==> config.mk <==
export PLATFORM = sky130hd
export DESIGN_NAME = cnt_stream_reader
export DESIGN_NICKNAME = d
export VERILOG_FILES = /design/src/rtl/cnt_stream_reader.sv
export SDC_FILE = /design/constraint.sdc
export NUM_CORES = 1
export LEC_CHECK = 0
export ABC_AREA = 1
export BUFFER_PORTS_ARGS = -buffer_cell sky130_fd_sc_hd__buf_2
export CAP_MARGIN = 10
export CORE_MARGIN = 2
export CORE_UTILIZATION = 55
export DETAILED_ROUTE_END_ITERATION = 8
export HOLD_SLACK_MARGIN = 0.02
export PLACE_DENSITY = 0.92
export SYNTH_ARGS = -nofsm -noshare
export SYNTH_HDL_FRONTEND = slang
export SYNTH_SLANG_ARGS = --single-unit
export TNS_END_PERCENT = 30
==> constraint.sdc <==
create_clock -name CLK -period 4.9 [get_ports CLK]
set_clock_uncertainty 0.15 [all_clocks]
set_input_delay 0.98 -clock CLK [delete_from_list [all_inputs] [get_ports CLK]]
set_output_delay 0.98 -clock CLK [all_outputs]
set_load 0.01 [all_outputs]
==> src/rtl/cnt_stream_reader.sv <==
// Count-FIFO record reader: pops 64-bit records into a hold register for Avalon-MM reads; CNT_RD_IRQ_EN adds a fill-level irq.
// Read latency 1, no waitrequest; a record must be consumed via DATA_HI before the next FIFO pop (3-cycle refetch).
module cnt_stream_reader #(
    parameter int FIFO_AW = 8
) (
    input  logic               CLK,
    input  logic               RESET_N,
    input  logic [63:0]        fifo_q,
    input  logic               fifo_empty,
    input  logic               fifo_full,
    input  logic [FIFO_AW-1:0] fifo_usedw,
    output logic               fifo_rdreq,
    input  logic               wr_strobe,
    input  logic [1:0]         avs_address,
    input  logic               avs_read,
    input  logic               avs_write,
    input  logic [31:0]        avs_writedata,
`ifdef CNT_RD_IRQ_EN
    output logic               irq,
`endif
    output logic [31:0]        avs_readdata
);

    typedef enum logic [2:0] {
        S_EMPTY,
        S_FETCH,
        S_LOAD,
        S_FULL,
        S_FLUSH
    } state_t;

    state_t      state_q, state_d;
    logic        rdreq_q, rdreq_d;
    logic [63:0] hold_q, hold_d;
    logic        valid_q, valid_d;
    logic        enable_q, enable_d;
    logic        ovf_q, ovf_d;
    logic [31:0] rec_cnt_q, rec_cnt_d;
    logic [31:0] rdata_q, rdata_d;

    logic        ctrl_wr;
    logic        flush;
    logic        rd_hi;
    logic        inc;
    logic        usedw_one;
    logic [15:0] usedw_ext;
    logic        irq_bit;

    assign usedw_ext = 16'(fifo_usedw);
    assign usedw_one = (fifo_usedw == FIFO_AW'(1));
    assign ctrl_wr   = avs_write && (avs_address == 2'd3);
    assign flush     = ctrl_wr && avs_writedata[1];
    assign rd_hi     = avs_read && (avs_address == 2'd2);

`ifdef CNT_RD_IRQ_EN
    logic        irq_en_q, irq_en_d;
    logic [15:0] thresh_q, thresh_d;
    logic        irq_q, irq_d;
    logic        unused_wdata;

    assign unused_wdata = ^avs_writedata[15:5];
    assign irq_bit      = irq_q;
    assign irq          = irq_q;

    always_comb begin
        irq_en_d = irq_en_q;
        thresh_d = thresh_q;
        if (ctrl_wr) begin
            irq_en_d = avs_writedata[4];
            thresh_d = avs_writedata[31:16];
        end
        irq_d = irq_en_q && (thresh_q != 16'd0) && (usedw_ext >= thresh_q);
    end

    always_ff @(posedge CLK or negedge RESET_N) begin
        if (!RESET_N) begin
            irq_en_q <= 1'b0;
            thresh_q <= 16'd0;
            irq_q    <= 1'b0;
        end else begin
            irq_en_q <= irq_en_d;
            thresh_q <= thresh_d;
            irq_q    <= irq_d;
        end
    end
`else
    logic unused_wdata;

    assign unused_wdata = ^avs_writedata[31:4];
    assign irq_bit      = 1'b0;
`endif

    always_comb begin
        state_d = state_q;
        rdreq_d = 1'b0;
        hold_d  = hold_q;
        valid_d = valid_q;
        inc     = 1'b0;

        case (state_q)
            S_EMPTY: begin
                if (enable_q && !fifo_empty) begin
                    state_d = S_FETCH;
                    rdreq_d = 1'b1;
                end
            end
            S_FETCH: state_d = S_LOAD;
            S_LOAD: begin
                hold_d  = fifo_q;
                valid_d = 1'b1;
                state_d = S_FULL;
            end
            S_FULL: begin
                if (rd_hi) begin
                    valid_d = 1'b0;
                    inc     = 1'b1;
                    state_d = S_EMPTY;
                end
            end
            S_FLUSH: begin
                if (fifo_empty) begin
                    valid_d = 1'b0;
                    state_d = S_EMPTY;
                end else begin
                    // usedw lags our own pop by a cycle; skip the read that would underflow
                    rdreq_d = !(rdreq_q && usedw_one);
                end
            end
            default: state_d = S_EMPTY;
        endcase

        if (flush) begin
            state_d = S_FLUSH;
            inc     = 1'b0;
            rdreq_d = !fifo_empty && !(rdreq_q && usedw_one);
        end
    end

    always_comb begin
        enable_d  = ctrl_wr ? avs_writedata[0] : enable_q;
        ovf_d     = (wr_strobe && fifo_full) || (ovf_q && !(ctrl_wr && avs_writedata[2]));
        rec_cnt_d = rec_cnt_q;
        if (ctrl_wr && avs_writedata[3])
            rec_cnt_d = 32'd0;
        else if (inc)
            rec_cnt_d = rec_cnt_q + 32'd1;

        rdata_d = 32'd0;
        if (avs_read) begin
            case (avs_address)
                2'd0: rdata_d = {usedw_ext, 11'd0, irq_bit, enable_q, fifo_empty, ovf_q, valid_q};
                2'd1: rdata_d = valid_q ? hold_q[31:0]  : 32'd0;
                2'd2: rdata_d = valid_q ? hold_q[63:32] : 32'd0;
                default: rdata_d = rec_cnt_q;
            endcase
        end
    end

    always_ff @(posedge CLK or negedge RESET_N) begin
        if (!RESET_N) begin
            state_q   <= S_EMPTY;
            rdreq_q   <= 1'b0;
            hold_q    <= 64'd0;
            valid_q   <= 1'b0;
            enable_q  <= 1'b0;
            ovf_q     <= 1'b0;
            rec_cnt_q <= 32'd0;
            rdata_q   <= 32'd0;
        end else begin
            state_q   <= state_d;
            rdreq_q   <= rdreq_d;
            hold_q    <= hold_d;
            valid_q   <= valid_d;
            enable_q  <= enable_d;
            ovf_q     <= ovf_d;
            rec_cnt_q <= rec_cnt_d;
            rdata_q   <= rdata_d;
        end
    end

    assign fifo_rdreq   = rdreq_q;
    assign avs_readdata = rdata_q;

endmodule

After elaboration in Yosys (flattened, before gate mapping)

Index checks and enable logic that the tools add are counted.

Bits in registers: 135
Word-level logic and storage cells: 63

$add $sub $neg: 1
Reductions and logical operators: 20
Eq/ne operators: 13
Multiplexer cells: 21

Operator list:

| kind                                                | number |
|---|---|
| 2-to-1 mux 32 bit                                   | 5 |
| one-hot mux 32 bit (3 select lines)                 | 1 |
| adder 32 x 1 -> 32 bit, second input constant       | 1 |
| one-hot mux 3 bit (5 select lines)                  | 1 |
| 2-to-1 mux 3 bit                                    | 4 |
| logical AND 1 bit                                   | 10 |
| != test 3 bit, second input constant                | 3 |
| equality test 8 x 1 -> 1 bit, second input constant | 1 |
| 2-to-1 mux 1 bit                                    | 8 |
| equality test 3 x 2 -> 1 bit, second input constant | 2 |
| AND reduction 3 bit                                 | 2 |
| equality test 2 bit, second input constant          | 2 |
| != test 2 bit, second input constant                | 2 |
| equality test 3 x 1 -> 1 bit, second input constant | 1 |
| equality test 3 bit, second input constant          | 1 |
| logical NOT 1 bit                                   | 3 |
| logical NOT 3 bit                                   | 1 |
| one-hot mux 1 bit (3 select lines)                  | 1 |
| nonzero test 3 bit                                  | 1 |
| equality test 2 x 1 -> 1 bit, second input constant | 1 |
| logical NOT 2 bit                                   | 1 |
| one-hot mux 1 bit (2 select lines)                  | 1 |
| nonzero test 2 bit                                  | 1 |
| logical OR 1 bit                                    | 1 |

Longest topological paths before layout

Gate-level depths: netlist of run 1.

Depth after elaboration: 7
Mapped depth: 11
Depth with buffers taken out: 9

Worst setup path before layout of run 1

OpenSTA, ideal clock, no wires.

Kind: input to register
Start point: input port avs_address[0]
End point: register rec_cnt_q[22]
Path slack: 2.772 ns
Setup time: 0.117 ns
Cell stages on the path: 10
Buffers on the path: 2
Arrival: 1.861 ns
Cell sequence: buf_4 -> inv_2 -> nand2_2 -> nor2_4 -> nand2_2 -> nand2_4 -> buf_12 -> nand3_2 -> nor2_1 -> nor2_1

Longest elaborated chain between the ends: 6
Elaborated cells on any way between the ends: 11
Those cells by class: eq/ne: 2; mux: 4; reduce/logical: 5

Ends and longest elaborated chain:

| element                      | RTL line | text |
|---|---|---|
| start, declared              | 14       | `input logic [1:0] avs_address,` |
| equality test 2 bit          | 53       | `assign rd_hi = avs_read && (avs_address == 2'd2);` |
| logical AND 1 bit            | 53       |  |
| 2-to-1 mux 1 bit             | 114      | `if (rd_hi) begin` |
| 2-to-1 mux 1 bit             | 100      | `case (state_q)` |
| 2-to-1 mux 1 bit             | 132      | `if (flush) begin` |
| nonzero test 2 bit (no line) | n/a      |  |
| end signal, assigned         | 176      | `rec_cnt_q <= rec_cnt_d;` |
| end, declared                | 38       | `logic [31:0] rec_cnt_q, rec_cnt_d;` |

Parallel ways exist; a longest one is shown, timed or not.
A chain may end at the register's enable or synchronous reset.

Worst setup path in the final report of run 1

Start point: input port avs_read
End point: register rec_cnt_q[22]

Longest elaborated chain between the ends: 5

Ends and longest elaborated chain:

| element                      | RTL line | text |
|---|---|---|
| start, declared              | 15       | `input logic avs_read,` |
| logical AND 1 bit            | 53       |  |
| 2-to-1 mux 1 bit             | 114      |  |
| 2-to-1 mux 1 bit             | 100      |  |
| 2-to-1 mux 1 bit             | 132      |  |
| nonzero test 2 bit (no line) | n/a      |  |

Every way passes these cells.

==> summary.md, run 1 <==
| Metric | Value |
|---|---|
| Final worst slack | roughly 2.3 ns |
| Post-synthesis instance area | between 6000 and 7000 um2 |
| Worst Path Arrival | about 2.8 ns |
| Final hold vios | 0 |
| Core area | approximately 12,000 um2 |
| Min cycle time layout | around 2.6 ns |
| Syn nets | 828 |
| Starting Density | about 57% |
| TritonCTS clock tree | done |
| Total gr overflow | 0 |
| Num CTS Buffers | 17 |
| First-pass GRT wire length | roughly 26,000 um |
| CP max FO | 29 |
| CTS H-tree depth | 4 |
| Static leakage | around 3.8 nW |
| Top-level I/O count | between 100 and 150 |
| Initial DRT Pass Iterations | 7 |
| Setup crit end kind | flop |
| Post-Syn Instances | ~710 |
| Post-CTS Setup Bufs | 0 |
| DR DRC count | 0 |
| Max Cap Violations | 0 |
| Hpwl dp | 10,200 um |
| Max_slew headroom | 20.5% |
| Commonest non-fill, non-tap cell in the layout | nand2_1 |
| Area Overhead vs Synth | 17.8% |
| Status | complete, no violations |
| Final RePlAce weighted congestion | between 0.9 and 1 |
| P per Cell Area | approximately 500 nW/um2 |
| Final #Nets | 932 |
| Std-Cell Rows | 39 |
| Vias in the first global route | around 5,500 |
| Port bufs | approximately 120 |
| Post-DR vias/cell | roughly 5.7 |
| CP required | 5.09 ns |
| Setup-failing EPs final | 0 |
| Post-cts sizing count | 0 |
| RSZ-0062 raised after global routing | no |
| Initial antenna violation count | 0 |
| Fillers | roughly 900 |
| Root buf cell | clkbuf_16 |
| ANT cells | 0 |
| Fin Setup TNS | 0 ns |
| Startpoint Class | primary input |
| Via count | 5,544 |
| Die area | ~13,000 um2 |
| Fmax achieved | approximately 0.38 GHz |
| Final wirelength | 15,800 um |
| Clock buffer depth | 2 |
| Largest net degree at the start of global routing | between 100 and 150 |
| Period utilisation layout | a little over half |
| # hold bufs at CTS | 0 |
| Global Route Usage Sum | 25.8% |
| CTS Sinks | 135 |
| Hold slack | around 0.34 ns |
| Register area share after synthesis | 51.4% |
| Multi-input gate area | 2720 um2 |
| Post-DR wirelength/cell | roughly 16 um |
| Reg2Reg Setup Slack | around 2.6 ns |
| Mean area per synthesized cell | slightly above 9 um2 |
| Min-Delay Path Class | reg2reg |
| Chip width | around 110 um |
| Place WS | 1.91 ns |
| DIE HEIGHT | around 110 um |
| Yosys warnings | 0 |
| Layout cells sized above 1 | between 20 and 25% |
| Seq cells post-synth | between 100 and 150 |
| DR iter-0 viols | just under 400 |
| Library cells used by synthesis | 34 |
| Setup Crit Path Kind | in2reg |
| Slew of the pin with the lowest slew margin | 1.19 ns |
| Commonest cells after routing, fill and taps aside | nand2_1 (154), dfrtp_1 (134), buf_2 (116), nor2_1 (93), inv_1 (65) |
| Routed Antenna Nets | 0 |
| Clk_lat worst skew | ~0.42 ns |
| Worst vdd ir | around 0.33 mV |
| Max-slew violations | 0 |
| Worst-path clk slew | approximately 0.060 ns |
| Sequential cell area | about 3400 um2 |
| Final Core Density | 67.2% |
-- critical path, cell delays in order --
cell and delay (ns):
buf_2 0.47, inv_1 0.29, nor2_4 0.17, nand2_2 0.20, nand2_4 0.32, nand3_2 0.13, nand2_1 0.09, nand2_1 0.06
nor2_1 0.12
-- report_power, final --
part / internal (W) / switching (W) / leakage (nW)
logic: 0.000436 / 0.000454 / 1.78
clock network: 0.000799 / 0.000460 / 0.286
registers: 0.00147 / 0.000251 / 1.70
total: 0.00271 / 0.00116 / 3.76
-- routing by layer --
layer  global-route usage (%)  vias up  share of wire [%]
met5                        0        -                  0
li1                         -     2573                  -
met2                     42.0      258                 49
met4                     12.2        0                3.8
met3                     6.32       60                7.2
met1                     32.6     2653                 40
-- synthesized netlist by cell type (all sizes together) --
master  instances  area (um2)
a21oi          19        95.1
a22o            1        8.76
a31oi           8        50.1
a41oi           3        26.3
buf            26         179
clkbuf          8        30.0
dfrtp         135        3380
ha              1        12.5
inv            70         263
mux2           65         732
nand2         160         628
nand3          52         310
nand3b          3        22.5
nand4          16         100
nor2           98         399
nor3           10        50.1
nor4            2        12.5
o211ai          1        7.51
o21ai          14        70.1
o221ai         18         158
xor2            4        35.0
-- through the flow --
step	cells	area, um2	total power, W
2_1_floorplan	714	6570	0.00238
3_3_place_gp	942	7150	0.00255
3_5_place_dp	942	7150	0.00262
4_1_cts	974	7730	0.00389
5_1_grt	974	7730	0.00409
6_report	974	7730	0.00387
-- final timing paths --
path,startpoint,endpoint,cells past startpoint
setup / recovery,avs_read,rec_cnt_q[22]$_DFFE_PN0P_,9
hold / removal,hold_q[11]$_DFFE_PN0P_,hold_q[11]$_DFFE_PN0P_,1
setup reg to reg,state_q[0]$_DFFE_PN0P_,hold_q[23]$_DFFE_PN0P_,4
hold reg to reg,hold_q[11]$_DFFE_PN0P_,hold_q[11]$_DFFE_PN0P_,1
max in group asynchronous,RESET_N,hold_q[61]$_DFFE_PN0P_,2
min in group asynchronous,RESET_N,hold_q[34]$_DFFE_PN0P_,1
-- state kept, by name, summed over array words and instances (netlist names) --
register and flops:
rec_cnt_q 32, enable_q 1, valid_q 1, hold_q 64
state_q 3, avs_readdata 32, fifo_rdreq 1, ovf_q 1
-- final cells by class --
class / count / area share, %
clock buffers: 24 / 6.36
clock inverters: 8 / 1.23
inverters: 70 / 3.40
multi-input cells: 475 / 35.2
flip-flops and latches: 135 / 43.7
well taps: 143 / 2.31
repair buffers: 119 / 7.85
-- cells by family (layout without fill, tap and decap cells) --
kind of cell               after synthesis  in the layout  share of synthesized area [%]
AOI/OAI and AO/OA                       64             64                           6.33
adders and majority gates                1              1                          0.190
muxes                                   65             65                           11.1
and+or+nand+nor                        341            341                           23.2
buffers and inverters                  104            221                           7.18
xor gates and xnor gates                 4              4                          0.533
DFF                                    135            135                           51.4
Power figures use the tool's default switching activity.
==> run 2, diff against run 1 <==
--- a/config.mk
+++ b/config.mk
@@ -9,10 +9,10 @@
 export BUFFER_PORTS_ARGS = -buffer_cell sky130_fd_sc_hd__buf_2
 export CAP_MARGIN = 10
 export CORE_MARGIN = 2
-export CORE_UTILIZATION = 55
+export CORE_UTILIZATION = 49
 export DETAILED_ROUTE_END_ITERATION = 8
 export HOLD_SLACK_MARGIN = 0.02
-export PLACE_DENSITY = 0.92
+export PLACE_DENSITY = 0.87
 export SYNTH_ARGS = -nofsm -noshare
 export SYNTH_HDL_FRONTEND = slang
 export SYNTH_SLANG_ARGS = --single-unit
==> constraint.sdc (replaced) <==
create_clock -name CLK -period 2.4 [get_ports CLK]
set_clock_uncertainty 0.15 [all_clocks]
set_input_delay 0.48 -clock CLK [delete_from_list [all_inputs] [get_ports CLK]]
set_output_delay 0.48 -clock CLK [all_outputs]
set_load 0.01 [all_outputs]
==> run 2 against run 1 <==
- global-route usage is 2.7 points lower
- non-clock buffer count is 15 higher
- clock power is 97% higher
- wire length is 2.5% lower
- cell area is 2.2% higher
- total power is 100% higher
- combinational power is 120% higher
- critical path type is now reg2reg
==> summary.md, run 2 (synthesized netlist as in run 1, its figures left out) <==
| Metric | Value |
|---|---|
| Area Overhead vs Synth | 20.4% |
| Worst Setup SP | rec_cnt_q[1]$_DFFE_PN0P_ |
| P per Cell Area | 997 nW/um2 (+99%) |
| Fmax achieved | between 0.5 and 0.6 GHz |
| Fin Setup TNS | 0 ns (unchanged) |
| Period utilisation layout | approximately four fifths |
| Fillers | 1,086 (+22%) |
| Final hold vios | 0 (unchanged) |
| Setup-failing EPs final | 0 (unchanged) |
| Die area | 14,300 um2 (+12%) |
| CTS Sinks | 135 (unchanged) |
| Total gr overflow | 0 (unchanged) |
| Global Route Usage Sum | 23.1% (-2.7 points) |
| Worst r2r src | rec_cnt_q[1]$_DFFE_PN0P_ |
| Final #Nets | 947 (+1.6%) |
| Post-DR wirelength/cell | 15.1 um (-7.1%) |
| Multi-input gate area | 2720 um2 (unchanged) |
| Vias in the first global route | 5,446 (-1.1%) |
| Root buf cell | clkbuf_16 |
| Worst-path clk slew | 0.05 ns (about the same) |
| Via count | 5,422 (-2.2%) |
| Std-Cell Rows | 42 (+7.7%) |
| ANT cells | 0 (unchanged) |
| CTS H-tree depth | 4 (unchanged) |
| Slew of the pin with the lowest slew margin | 0.507 ns (-0.684 ns) |
| DIE HEIGHT | 120 um (+5.7%) |
| Final RePlAce weighted congestion | 0.913 (-4.9%) |
| Worst Path Arrival | 2.11 ns (-0.73 ns) |
| Largest register by flop count | hold_q |
| Met3 wire length | 777 um (-32%) |
| Starting Density | 49.8% (-7.2 points) |
| DR DRC count | 0 (unchanged) |
| Largest net degree at the start of global routing | 44 (-59%) |
| Post-DR vias/cell | 5.31 (-6.8%) |
| RSZ-0062 raised after global routing | no |
| TritonCTS clock tree | done |
| Layout cells sized above 1 | 23.6% (+1.3 points) |
| Max_slew headroom | 66.2% (+46 points) |
| Final Cell Area | 7910 um2 (+2.2%) |
| Max reg flops | 64 (unchanged) |
| Min-Delay Path Class | in2reg |
| Hpwl dp | 10,900 um (+7.2%) |
| Routed Antenna Nets | 0 (unchanged) |
| Num CTS Buffers | 17 (unchanged) |
| Placement-stage cell area | 7330 um2 (+2.5%) |
| Final wirelength | 15,400 um (-2.5%) |
| CP required | 2.60 ns (-2.49 ns) |
| Post-CTS Setup Bufs | 0 (unchanged) |
| Chip width | 120 um (+5.7%) |
| Max Cap Violations | 0 (unchanged) |
| Clock buffer depth | 2 (unchanged) |
| Worst vdd ir | 0.684 mV (+110%) |
| Initial antenna violation count | 0 (unchanged) |
| Core area | 13,200 um2 (+15%) |
| Port bufs | 117 (unchanged) |
| Max-slew violations | 0 (unchanged) |
| Startpoint Class | flop |
| Commonest non-fill, non-tap cell in the layout | nand2_1 |
| Clk_lat worst skew | 0.42 ns (about the same) |
| Top-level I/O count | 146 (unchanged) |
| Static leakage | 3.85 nW (+2.2%) |
| Setup Crit Path Kind | reg2reg |
| Initial DRT Pass Iterations | 5 (-2) |
| Metal2 WL | 7830 um (+1.6%) |
| Max layer used | met4 |
| Min-delay src | fifo_q[36] |
| Commonest cells after routing, fill and taps aside | nand2_1 (154), dfrtp_1 (134), buf_2 (116), nor2_1 (93), inv_1 (65) |
| Met1 Wirelength | 6450 um (+0.86%) |
| Status | complete, no violations |
| Min cycle time layout | roughly 1.9 ns |
| First-pass GRT wire length | 25,800 um (-1.1%) |
| DR iter-0 viols | 285 (-28%) |
| Sequential cell area | 3380 um2 (unchanged) |
| CP max FO | 4 (-86%) |
| Setup crit end kind | flop |
==> run 2: layout make-up <==
class	instances	area share [%]
flip-flops and latches	135	42.8
multi-input cells	475	34.4
repair buffers	134	9.56
clock buffers	22	5.87
inverters	70	3.32
well taps	176	2.79
clock inverters	10	1.30
==> run 2: path summary, 6_finish.rpt <==
check / slack (ns) / to / cells past startpoint
setup / recovery: 0.49 / rec_cnt_q[30]$_DFFE_PN0P_ / 9
hold / removal: 0.12 / hold_q[36]$_DFFE_PN0P_ / 2
setup reg to reg: 0.49 / rec_cnt_q[30]$_DFFE_PN0P_ / 9
hold reg to reg: 0.34 / hold_q[12]$_DFFE_PN0P_ / 1
max in group asynchronous: 1.02 / avs_readdata[17]$_DFF_PN0_ / 3
min in group asynchronous: 0.42 / hold_q[2]$_DFFE_PN0P_ / 2
==> run 2: power by group <==
group          total (W)  internal, W  switching (W)
registers        0.00345      0.00301       0.000437
logic            0.00195     0.000938        0.00101
clock network    0.00248      0.00157       0.000913
total            0.00788      0.00552        0.00237
==> run 2: per-stage QoR <==
stage	setup slack (ns)	util, %	hold slack [ns]	std cells	total power, W
CTS	0.495	59.9	0.105	1022	0.00795
global route	0.317	59.9	0.116	1022	0.00835
global placement	0.446	55.6	0.325	989	0.00530
detailed placement	0.393	55.6	0.332	989	0.00542
finish	0.488	59.9	0.121	1022	0.00788
floorplan	0.772	-	0.0344	714	0.00487
==> run 2: routing by layer <==
metal / GRT usage [%] / vias to the layer above
li1: - / 2605
met1: 27.9 / 2616
met2: 38.9 / 167
met3: 5.51 / 34
met4: 10.9 / 0
met5: 0 / -
==> run 2: repair_timing <==
item | in CTS | in global routing
hold endpoints to repair | 34 | 0
hold buffers | 1 | 0
gates resized for setup | 0 | 0
==> run 2: worst max-delay path: stages, from the launching register on <==
cell     delay (ns)
dfrtp_1        0.41
ha_1           0.19
nand2_1        0.09
nor2_2         0.16
nand2_1        0.12
nor2_1         0.37
nand3_2        0.15
nand2_1        0.08
nand2_1        0.05
nor2_1         0.09
==> run 3, diff against run 2 <==
--- a/config.mk
+++ b/config.mk
@@ -9,10 +9,10 @@
 export BUFFER_PORTS_ARGS = -buffer_cell sky130_fd_sc_hd__buf_2
 export CAP_MARGIN = 10
 export CORE_MARGIN = 2
-export CORE_UTILIZATION = 49
+export CORE_UTILIZATION = 55
 export DETAILED_ROUTE_END_ITERATION = 8
 export HOLD_SLACK_MARGIN = 0.02
-export PLACE_DENSITY = 0.87
+export PLACE_DENSITY = 0.92
 export SYNTH_ARGS = -nofsm -noshare
 export SYNTH_HDL_FRONTEND = slang
 export SYNTH_SLANG_ARGS = --single-unit
==> constraint.sdc (replaced) <==
create_clock -name CLK -period 1.9 [get_ports CLK]
set_clock_uncertainty 0.15 [all_clocks]
set_input_delay 0.38 -clock CLK [delete_from_list [all_inputs] [get_ports CLK]]
set_output_delay 0.38 -clock CLK [all_outputs]
set_load 0.01 [all_outputs]
==> run 3 against run 2 <==
- critical path depth is 1 higher
- die area is 11% lower
- setup slack worse by 0.39 ns
- hold slack worse by 0.10 ns
- highest routed layer unchanged
- via count is 5.9% higher
- combinational power is 37% higher
- total power is 32% higher
- largest cell class unchanged
- register-to-register slack worse by 0.39 ns
==> summary.md, run 3 (synthesized netlist as in run 1, its figures left out) <==
| Metric | Value |
|---|---|
| Status | complete, no violations |
| Setup-failing EPs final | 0 (unchanged) |
| Min cycle time layout | 1.80 ns (-0.114 ns) |
| Core area | 11,500 um2 (-13%) |
| Fmax achieved | 0.556 GHz (+6.3%) |
| Chip width | 113 um (-5.4%) |
| First-pass GRT wire length | 27,600 um (+7.0%) |
| DR DRC count | 0 (unchanged) |
| Via count | 5,740 (+5.9%) |
| Static leakage | 3.97 nW (+3.3%) |
| Global Route Usage Sum | 27.4% (+4.4 points) |
| Commonest cells after routing, fill and taps aside | nand2_1 (153), dfrtp_1 (134), buf_2 (116), nor2_1 (91), inv_1 (65) |
| RSZ-0062 raised after global routing | yes |
| Port bufs | 117 (unchanged) |
| Vias in the first global route | 5,797 (+6.4%) |
| Clock buffer depth | 2 (unchanged) |
| CP most frequent cell | nand2_1 |
| Placement-stage cell area | 7370 um2 (+0.55%) |
| Slew of the pin with the lowest slew margin | 0.490 ns (-0.0162 ns) |
| TritonCTS clock tree | done |
| CP max FO | 4 (unchanged) |
| CP required | 2.09 ns (-0.51 ns) |
| CP peak stage delay | 0.39 ns (-0.02 ns) |
| Initial DRT Pass Iterations | 5 (unchanged) |
| CTS Sinks | 135 (unchanged) |
| Min-delay src | fifo_q[37] |
| Starting Density | 57.0% (+7.2 points) |
| Post-DR vias/cell | 5.67 (+6.8%) |
| Final #Nets | 971 (+2.5%) |
| Worst Path Arrival | 1.99 ns (-0.12 ns) |
| Max_slew headroom | 67.3% (+1.0 points) |
| Startpoint Class | flop |
| P per Cell Area | 1280 nW/um2 (+28%) |
| Top-level I/O count | 146 (unchanged) |
| Max-slew violations | 0 (unchanged) |
| Fillers | 805 (-26%) |
| Die area | 12,800 um2 (-11%) |
| Clk_lat worst skew | 0.42 ns (about the same) |
| Min-Delay Path Class | in2reg |
| Final Cell Area | 8180 um2 (+3.5%) |
| Worst r2r src | rec_cnt_q[0]$_DFFE_PN0P_ |
| Hold slack | 0.0202 ns (-0.100 ns) |
| Final worst slack | 0.102 ns (-0.386 ns) |
| Std-Cell Rows | 39 (-7.1%) |
| Post-CTS Setup Bufs | 0 (unchanged) |
| CTS H-tree depth | 4 (unchanged) |
| Delay-heaviest family, CP | simple AND/OR/NAND/NOR gates |
| Place WS | 0.0953 ns (-0.298 ns) |
| Initial antenna violation count | 0 (unchanged) |
| Layout cells sized above 1 | 24.3% (+0.61 points) |
| Crit-path cells | ha_1, nand2_1, nor2_4, nand2_2, buf_4, nor2_2, nand3_2, nand2_1, nand2_1, nor2_1 |
| Largest net degree at the start of global routing | 42 (-4.5%) |
| Routed Antenna Nets | 0 (unchanged) |
| Post-DR wirelength/cell | 16.7 um (+10%) |
| Worst Setup SP | rec_cnt_q[0]$_DFFE_PN0P_ |
| DR iter-0 viols | 500 (+75%) |
| Total gr overflow | 0 (unchanged) |
| Num CTS Buffers | 17 (unchanged) |
| Setup Crit Path Kind | reg2reg |
| Slowest CP cell | dfrtp_1 |
| Sequential cell area | 3380 um2 (unchanged) |
| ANT cells | 0 (unchanged) |
| Max Cap Violations | 0 (unchanged) |
| Worst vdd ir | 0.766 mV (+12%) |
| Max reg flops | 64 (unchanged) |
| Root buf cell | clkbuf_16 |
| Multi-input gate area | 2730 um2 (+0.46%) |
| Final wirelength | 16,900 um (+9.3%) |
| Area Overhead vs Synth | 24.5% |
| Worst-path clk slew | 0.06 ns (about the same) |
| Largest register by flop count | hold_q |
| Worst path bufs/invs | 1 (+1) |
| Final RePlAce weighted congestion | 0.944 (+3.4%) |
| Hpwl dp | 11,000 um (+1.0%) |
| Final hold vios | 0 (unchanged) |
| Period utilisation layout | 94.6% (+15 points) |
| Setup crit end kind | flop |
| Commonest non-fill, non-tap cell in the layout | nand2_1 |
| DIE HEIGHT | 113 um (-5.4%) |
==> run 3: cell count changes in the layout (fill, tap and decap cells not counted), sizes merged <==
cell	before	now
buf	133	140
bufinv	2	3
clkinv	7	2
clkinvlp	1	3
dlygate4sd3	1	18
inv	70	72
==> run 3: per-stage QoR <==
step,util (%),power (W),setup TNS (ns),cells
3_5_place_dp,64.0,0.00698,0,963
5_1_grt,71.0,0.0110,-0.0209,1013
2_1_floorplan,-,0.00615,0,714
6_report,71.0,0.0104,0,1013
3_3_place_gp,64.0,0.00677,0,963
4_1_cts,70.9,0.0104,0,1013
==> run 3: layer usage <==
metal	vias to the layer above	track usage [%]	share of wire, %
met3	72	6.37	7.1
met2	289	47.4	51
met1	2737	32.8	38
met4	0	12.3	4.2
met5	-	0	0
li1	2642	-	-
==> run 3: final timing paths <==
kind	end	slack [ns]	cells past startpoint
max reg2reg	rec_cnt_q[26]$_DFFE_PN0P_	0.10	10
max in group asynchronous	avs_readdata[24]$_DFF_PN0_	0.74	3
max	rec_cnt_q[26]$_DFFE_PN0P_	0.10	10
min	hold_q[37]$_DFFE_PN0P_	0.02	2
min in group asynchronous	ovf_q$_DFF_PN0_	0.30	2
min reg2reg	hold_q[32]$_DFFE_PN0P_	0.34	1
==> run 3: repair_timing <==
action / in CTS / in global routing
hold endpoints to repair: 54 / 0
setup endpoints to repair: 0 / 5
hold buffers: 18 / 0
gates resized for setup: 0 / 4
==> run 3: area by class of cell <==
| type | count | share of cell area, % |
|---|---|---|
| sequential | 135 | 41.3 |
| clock buffer | 22 | 5.80 |
| clock inverter | 10 | 1.76 |
| multi-input combinational | 475 | 33.4 |
| timing repair buffer | 158 | 12.3 |
| inverter | 70 | 3.21 |
| tap | 143 | 2.19 |
==> run 3: power breakdown <==
group	internal, W	switching [W]	total (W)
sequential	0.00380	0.000554	0.00436
clock	0.00217	0.00122	0.00340
combinational	0.00129	0.00139	0.00268
total	0.00727	0.00317	0.0104
